--- src/rtl/immediate_decode_stage_pkg.sv ---
// Shared encodings for the immediate decode stage: immediate type codes,
// base opcodes and the skid-buffer state type.
package immediate_decode_stage_pkg;

  // The select port is 3 bits wide, so Z shares its code with I_UNSIGNED.
  // Both carry an immediate that is already zero-extended in OUT_IMM.
  typedef enum logic [2:0] {
    U_TYPE          = 3'd0,
    J_TYPE          = 3'd1,
    S_TYPE          = 3'd2,
    B_TYPE          = 3'd3,
    I_SIGNED_TYPE   = 3'd4,
    I_SHIFT_TYPE    = 3'd5,
    I_UNSIGNED_TYPE = 3'd6,
    NO_IMM          = 3'd7
  } imm_sel_e;

  localparam imm_sel_e Z_TYPE = I_UNSIGNED_TYPE;

  localparam logic [6:0] OPC_LUI       = 7'b0110111;
  localparam logic [6:0] OPC_AUIPC     = 7'b0010111;
  localparam logic [6:0] OPC_JAL       = 7'b1101111;
  localparam logic [6:0] OPC_JALR      = 7'b1100111;
  localparam logic [6:0] OPC_BRANCH    = 7'b1100011;
  localparam logic [6:0] OPC_STORE     = 7'b0100011;
  localparam logic [6:0] OPC_LOAD      = 7'b0000011;
  localparam logic [6:0] OPC_OP_IMM    = 7'b0010011;
  localparam logic [6:0] OPC_OP_IMM_32 = 7'b0011011;
  localparam logic [6:0] OPC_OP        = 7'b0110011;
  localparam logic [6:0] OPC_SYSTEM    = 7'b1110011;

  typedef enum logic [1:0] {
    EMPTY = 2'd0,
    ONE   = 2'd1,
    TWO   = 2'd2
  } skid_state_e;

endpackage

--- src/rtl/imm_field_extract.sv ---
// Combinational immediate decode: type from opcode/funct3, field assembly,
// sign/zero extension to XLEN and legality of opcode/shamt.
module imm_field_extract
  import immediate_decode_stage_pkg::*;
#(
  parameter int unsigned XLEN = 32
) (
  input  logic [31:0]     instr,
  output logic [XLEN-1:0] imm,
  output imm_sel_e        sel,
  output logic            illegal
);

  logic [6:0]      opcode;
  logic [2:0]      funct3;
  logic            is_shift;
  logic [XLEN-1:0] imm_u, imm_j, imm_b, imm_s, imm_i, imm_iu, imm_z;
  logic [XLEN-1:0] shamt_native, shamt_word;

  assign opcode   = instr[6:0];
  assign funct3   = instr[14:12];
  assign is_shift = (funct3 == 3'b001) || (funct3 == 3'b101);

  assign imm_u  = XLEN'($signed({instr[31:12], 12'b0}));
  assign imm_j  = XLEN'($signed({instr[31], instr[19:12], instr[20], instr[30:21], 1'b0}));
  assign imm_b  = XLEN'($signed({instr[31], instr[7], instr[30:25], instr[11:8], 1'b0}));
  assign imm_s  = XLEN'($signed({instr[31:25], instr[11:7]}));
  assign imm_i  = XLEN'($signed(instr[31:20]));
  assign imm_iu = XLEN'(instr[31:20]);
  assign imm_z  = XLEN'(instr[19:15]);

  assign shamt_native = (XLEN == 64) ? XLEN'(instr[25:20]) : XLEN'(instr[24:20]);
  assign shamt_word   = XLEN'(instr[24:20]);

  always_comb begin
    imm     = '0;
    sel     = NO_IMM;
    illegal = 1'b0;
    case (opcode)
      OPC_LUI, OPC_AUIPC: begin sel = U_TYPE; imm = imm_u; end
      OPC_JAL:            begin sel = J_TYPE; imm = imm_j; end
      OPC_BRANCH:         begin sel = B_TYPE; imm = imm_b; end
      OPC_STORE:          begin sel = S_TYPE; imm = imm_s; end
      OPC_LOAD, OPC_JALR: begin sel = I_SIGNED_TYPE; imm = imm_i; end
      OPC_OP_IMM: begin
        if (is_shift) begin
          sel     = I_SHIFT_TYPE;
          imm     = shamt_native;
          illegal = (XLEN == 32) && instr[25];
        end else if (funct3 == 3'b011) begin
          sel = I_UNSIGNED_TYPE;
          imm = imm_iu;
        end else begin
          sel = I_SIGNED_TYPE;
          imm = imm_i;
        end
      end
      OPC_OP_IMM_32: begin
        if (XLEN != 64) begin
          illegal = 1'b1;
        end else if (is_shift) begin
          sel     = I_SHIFT_TYPE;
          imm     = shamt_word;
          illegal = instr[25];
        end else if (funct3 == 3'b011) begin
          sel = I_UNSIGNED_TYPE;
          imm = imm_iu;
        end else begin
          sel = I_SIGNED_TYPE;
          imm = imm_i;
        end
      end
      OPC_SYSTEM: begin
        if (funct3[2]) begin
          sel = Z_TYPE;
          imm = imm_z;
        end
      end
      OPC_OP:  sel = NO_IMM;
      default: illegal = 1'b1;
    endcase
  end

endmodule

--- src/rtl/immediate_decode_stage.sv ---
// Registered immediate-generation stage: decode feeds a 2-entry skid buffer
// with valid/ready handshakes on both sides and a synchronous flush.
module immediate_decode_stage
  import immediate_decode_stage_pkg::*;
#(
  parameter int unsigned XLEN  = 32,
  parameter int unsigned TAG_W = 32
) (
  input  logic             CLK,
  input  logic             RESET_N,
  input  logic             FLUSH,
  input  logic             IN_VALID,
  output logic             IN_READY,
  input  logic [31:0]      IN_INSTR,
  input  logic [TAG_W-1:0] IN_TAG,
  output logic             OUT_VALID,
  input  logic             OUT_READY,
  output logic [XLEN-1:0]  OUT_IMM,
  output logic [2:0]       OUT_IMM_SEL,
  output logic [TAG_W-1:0] OUT_TAG,
  output logic             OUT_ILLEGAL
);

  typedef struct packed {
    logic [XLEN-1:0]  imm;
    imm_sel_e         sel;
    logic [TAG_W-1:0] tag;
    logic             illegal;
  } entry_t;

  logic [XLEN-1:0] dec_imm;
  imm_sel_e        dec_sel;
  logic            dec_illegal;
  entry_t          dec, entry0, entry1;
  skid_state_e     state, state_next;
  logic            in_fire, out_fire, load0_in, load0_skid, load1;

  imm_field_extract #(.XLEN(XLEN)) u_extract (
    .instr   (IN_INSTR),
    .imm     (dec_imm),
    .sel     (dec_sel),
    .illegal (dec_illegal)
  );

  assign dec = '{imm: dec_imm, sel: dec_sel, tag: IN_TAG, illegal: dec_illegal};

  assign IN_READY  = (state != TWO);
  assign OUT_VALID = (state != EMPTY);
  assign in_fire   = IN_VALID && IN_READY;
  assign out_fire  = OUT_VALID && OUT_READY;

  always_comb begin
    state_next = state;
    load0_in   = 1'b0;
    load0_skid = 1'b0;
    load1      = 1'b0;
    case (state)
      EMPTY: if (in_fire) begin state_next = ONE; load0_in = 1'b1; end
      ONE: begin
        if (in_fire && !out_fire) begin
          state_next = TWO;
          load1      = 1'b1;
        end else if (out_fire && !in_fire) begin
          state_next = EMPTY;
        end else if (in_fire && out_fire) begin
          load0_in = 1'b1;
        end
      end
      TWO: if (out_fire) begin state_next = ONE; load0_skid = 1'b1; end
      default: state_next = EMPTY;
    endcase
    // Flush overrides every handshake in the same cycle.
    if (FLUSH) begin
      state_next = EMPTY;
      load0_in   = 1'b0;
      load0_skid = 1'b0;
      load1      = 1'b0;
    end
  end

  always_ff @(posedge CLK or negedge RESET_N) begin
    if (!RESET_N) begin
      state  <= EMPTY;
      entry0 <= '{imm: '0, sel: NO_IMM, tag: '0, illegal: 1'b0};
      entry1 <= '{imm: '0, sel: NO_IMM, tag: '0, illegal: 1'b0};
    end else begin
      state <= state_next;
      if (load0_in)        entry0 <= dec;
      else if (load0_skid) entry0 <= entry1;
      if (load1)           entry1 <= dec;
    end
  end

  assign OUT_IMM     = entry0.imm;
  assign OUT_IMM_SEL = entry0.sel;
  assign OUT_TAG     = entry0.tag;
  assign OUT_ILLEGAL = entry0.illegal;

endmodule

--- config.mk ---
export PLATFORM = sky130hd
export DESIGN_NAME = immediate_decode_stage
export DESIGN_NICKNAME = d
export VERILOG_FILES = /design/src/rtl/immediate_decode_stage_pkg.sv /design/src/rtl/imm_field_extract.sv /design/src/rtl/immediate_decode_stage.sv
export SDC_FILE = /design/constraint.sdc
export NUM_CORES = 1
export LEC_CHECK = 0
export ABC_AREA = 1
export ABC_CLOCK_PERIOD_IN_PS = 1800
export CAP_MARGIN = 20
export CORE_UTILIZATION = 52
export DETAILED_ROUTE_END_ITERATION = 16
export PLACE_DENSITY = 0.81
export SYNTH_ARGS = -nofsm -noshare
export SYNTH_HDL_FRONTEND = slang
export SYNTH_SLANG_ARGS = --single-unit
--- constraint.sdc ---
create_clock -name CLK -period 1.8 [get_ports CLK]
set_clock_uncertainty 0.1 [all_clocks]
set_input_delay 0.36 -clock CLK [delete_from_list [all_inputs] [get_ports CLK]]
set_output_delay 0.36 -clock CLK [all_outputs]
set_load 0.01 [all_outputs]
==> impl_metrics.py <==
metrics = {
    "yosys": {
        "synthAdderAreaFrac": 0,
        "syn_nets": 970,
        "synth.top_cell.area_share": 0.481,
        "ys_seq_elements": 138,
        "synth_compound_area_frac": 0.115,
        "post_synth_num_cell_types": 29,
        "synth_largest_area_cell": "dfrtp_1",
        "yosys-top-cells-area": "dfrtp_1, nand2_1, nor2_1",
        "synth_xor_area_frac": 0,
        "netlist_area_um2": 6870,
        "yosys-mux-area-fraction": 0,
        "synthCells": 901,
        "synthSimpleGateAreaFrac": 0.295,
        "syn_area_per_cell_um2": 7.63,
        "yosysWarningCount": 0,
        "yosysSeqAreaShare": 0.504,
        "synth_top_family_by_area": "simple AND/OR/NAND/NOR gates",
    },
    "global_route": {
        "grt_pass1_wl_um": 31800,
        "grt_max_degree": 55,
        "first_global_vias": 6597,
        "grt_usage": 0.304,
        "grt-ovfl-total": 0,
        "antenna_found_initial": 0,
    },
    "layout": {
        "syn_to_final_growth_pct": 41.9,
        "final_cell_mix": "nand2_1, dfrtp_1, nor2_1",
        "final_common_cell": "nand2_1",
        "stdcell_count": 1277,
        "nets": 1161,
        "drive_gt1_frac": 0.148,
        "diodes": 0,
        "fill_cells": 862,
    },
    "job": {
        "maxCapViolations": 0,
    },
    "critical_path": {
        "arrival_ps": 1310,
        "r2r_setup_slack_ps": 70,
        "end_kind": "output pin",
        "crit_slowest_cell": "clkdlybuf4s50_1",
        "crit_path_max_fanout": 2,
        "crit_required_ps": 1340,
        "cp-start-kind": "flip-flop",
        "cp-startpoint": "OUT_TAG[21]",
        "max_stage_delay_ps": 540,
        "critPathKind": "reg2out",
        "reg2reg_from": "state[1]",
        "critical_path_buf_inv_count": 1,
        "r2r_end": "entry1[9]",
        "ff2ff_path_depth": 7,
        "crit_path_cell_trace": "clkdlybuf4s50_1",
        "cp_top_family": "buffers and inverters",
    },
    "placement": {
        "dp_cells": 1238,
        "routabilityCongestion": 0.921,
        "hpwl_um": 12800,
        "port_buffers": 138,
    },
    "timing": {
        "rsz0062_at_grt": "true",
        "relSlewSlack": 0.747,
        "fmax_mhz": 565,
        "fin_crit_ps": 1770,
        "tns_ps": 0,
        "finalHoldViolations": 0,
        "slew_viol_final": 0,
        "setup_viol": 0,
        "finalCritPeriodShare": 0.983,
        "worst_pin_slew_ps": 379,
    },
    "routing": {
        "drtAntennaViolNets": 0,
        "wire_per_inst_um": 15.7,
        "vias": 6854,
        "dr.pass1.iters": 5,
        "drt-initial-drc-count": 590,
        "drc": 0,
        "routed_via_density": 5.37,
        "drt-total-wl_um": 20000,
    },
    "floorplanning": {
        "num_rows": 41,
        "ios": 139,
        "core_um2": 12800,
        "dieArea_um2": 13700,
        "start_util": 0.538,
        "die_h_um": 117,
        "chipWidth_um": 117,
    },
    "clock_network": {
        "cts_buffer_depth": 2,
        "cts_buffers": 17,
        "cts_tree": "yes",
        "cts_root_buffer": "clkbuf_16",
        "clock_sinks": 138,
        "clk_latency_ps": 420,
        "cts-htree-levels": 4,
        "path_clk_slew_ps": 60,
    },
    "power_and_ir_drop": {
        "totalPowerFinal_w": 0.0103,
        "ir_drop_v": 0.000526,
        "p_per_area_nw_per_um2": 1050,
        "leakage_nw": 5.26,
    },
    "min_path": {
        "hp-class": "in2async",
    },
    "status": {
        "status": "finished clean",
    },
}
layout make-up:
class / instances / area [µm²] / area share
flip-flops and latches: 138 / 3460 / 0.355
multi-input cells: 622 / 2930 / 0.300
repair buffers: 221 / 2230 / 0.229
clock buffers: 20 / 447 / 0.0458
inverters: 92 / 350 / 0.0359
well taps: 172 / 215 / 0.0221
clock inverters: 12 / 115 / 0.0118
cell usage after synthesis (all sizes together):
library cell and number:
nand2 282, dfrtp 132, nor2 117, inv 91, nand3 76, o21ai 58
buf 38, a21oi 33, o211ai 33, clkbuf 11, nand4 10, a211oi 7
dfstp 6, a31oi 3, a22o 1, and2 1, clkinv 1, o2111ai 1
power breakdown:
group          total (W)  internal (W)  switching (W)
registers        0.00432       0.00395       0.000373
logic            0.00260       0.00121        0.00139
clock network    0.00333       0.00195        0.00138
per-stage QoR:
stage                      util  setup slack, ps  hold WS, ps  area [µm²]
after floorplan               -              201        -35.6        6870
after global placement    0.700             -387          199        8940
after detailed placement  0.700             -472          196        8940
after CTS                 0.745            0.230          329        9520
after global routing      0.763            -37.1          355        9750
final                     0.763             31.4          318        9750
flip-flops by register name (all words and copies together) (netlist names):
register and count:
entry1 68, state 2, OUT_IMM_SEL 3, OUT_IMM 32, OUT_ILLEGAL 1, OUT_TAG 32
how the worst max path moves through the flow:
stage / to / slack (ps) / cells after the start
floorplan: entry1[37] / 200 / 8
global placement: OUT_IMM[31] / -390 / 11
detailed placement: OUT_IMM[24] / -470 / 11
CTS: OUT_IMM[29] / 0.2 / 1
global route: OUT_IMM[27] / -40 / 12
finish: OUT_TAG[21] / 30 / 1
metal layers:
| layer | wire [µm] | vias up | track usage |
|---|---|---|---|
| met5 | 0 | - | 0 |
| met4 | 410 | 0 | 0.100 |
| met3 | 1270 | 46 | 0.0628 |
| met2 | 9760 | 272 | 0.508 |
| met1 | 8580 | 3257 | 0.398 |
| li1 | - | 3279 | - |
cells by family (layout without fill, tap and decap cells):
family          Yosys count  after routing
buf+inv                 141            345
flops                   138            138
simple gates            486            486
compound gates          136            136
repair_timing:
action / 4_1_cts / 5_1_grt
setup endpoints to repair: 52 / 149
buffers inserted: 2 / 3
resized for setup: 27 / 72
gates cloned: 0 / 1
endpoints found under the hold margin: 31 / 0
pin swaps: 2 / 9
hold buffers: 1 / 0
Power figures use the tool's default switching activity.
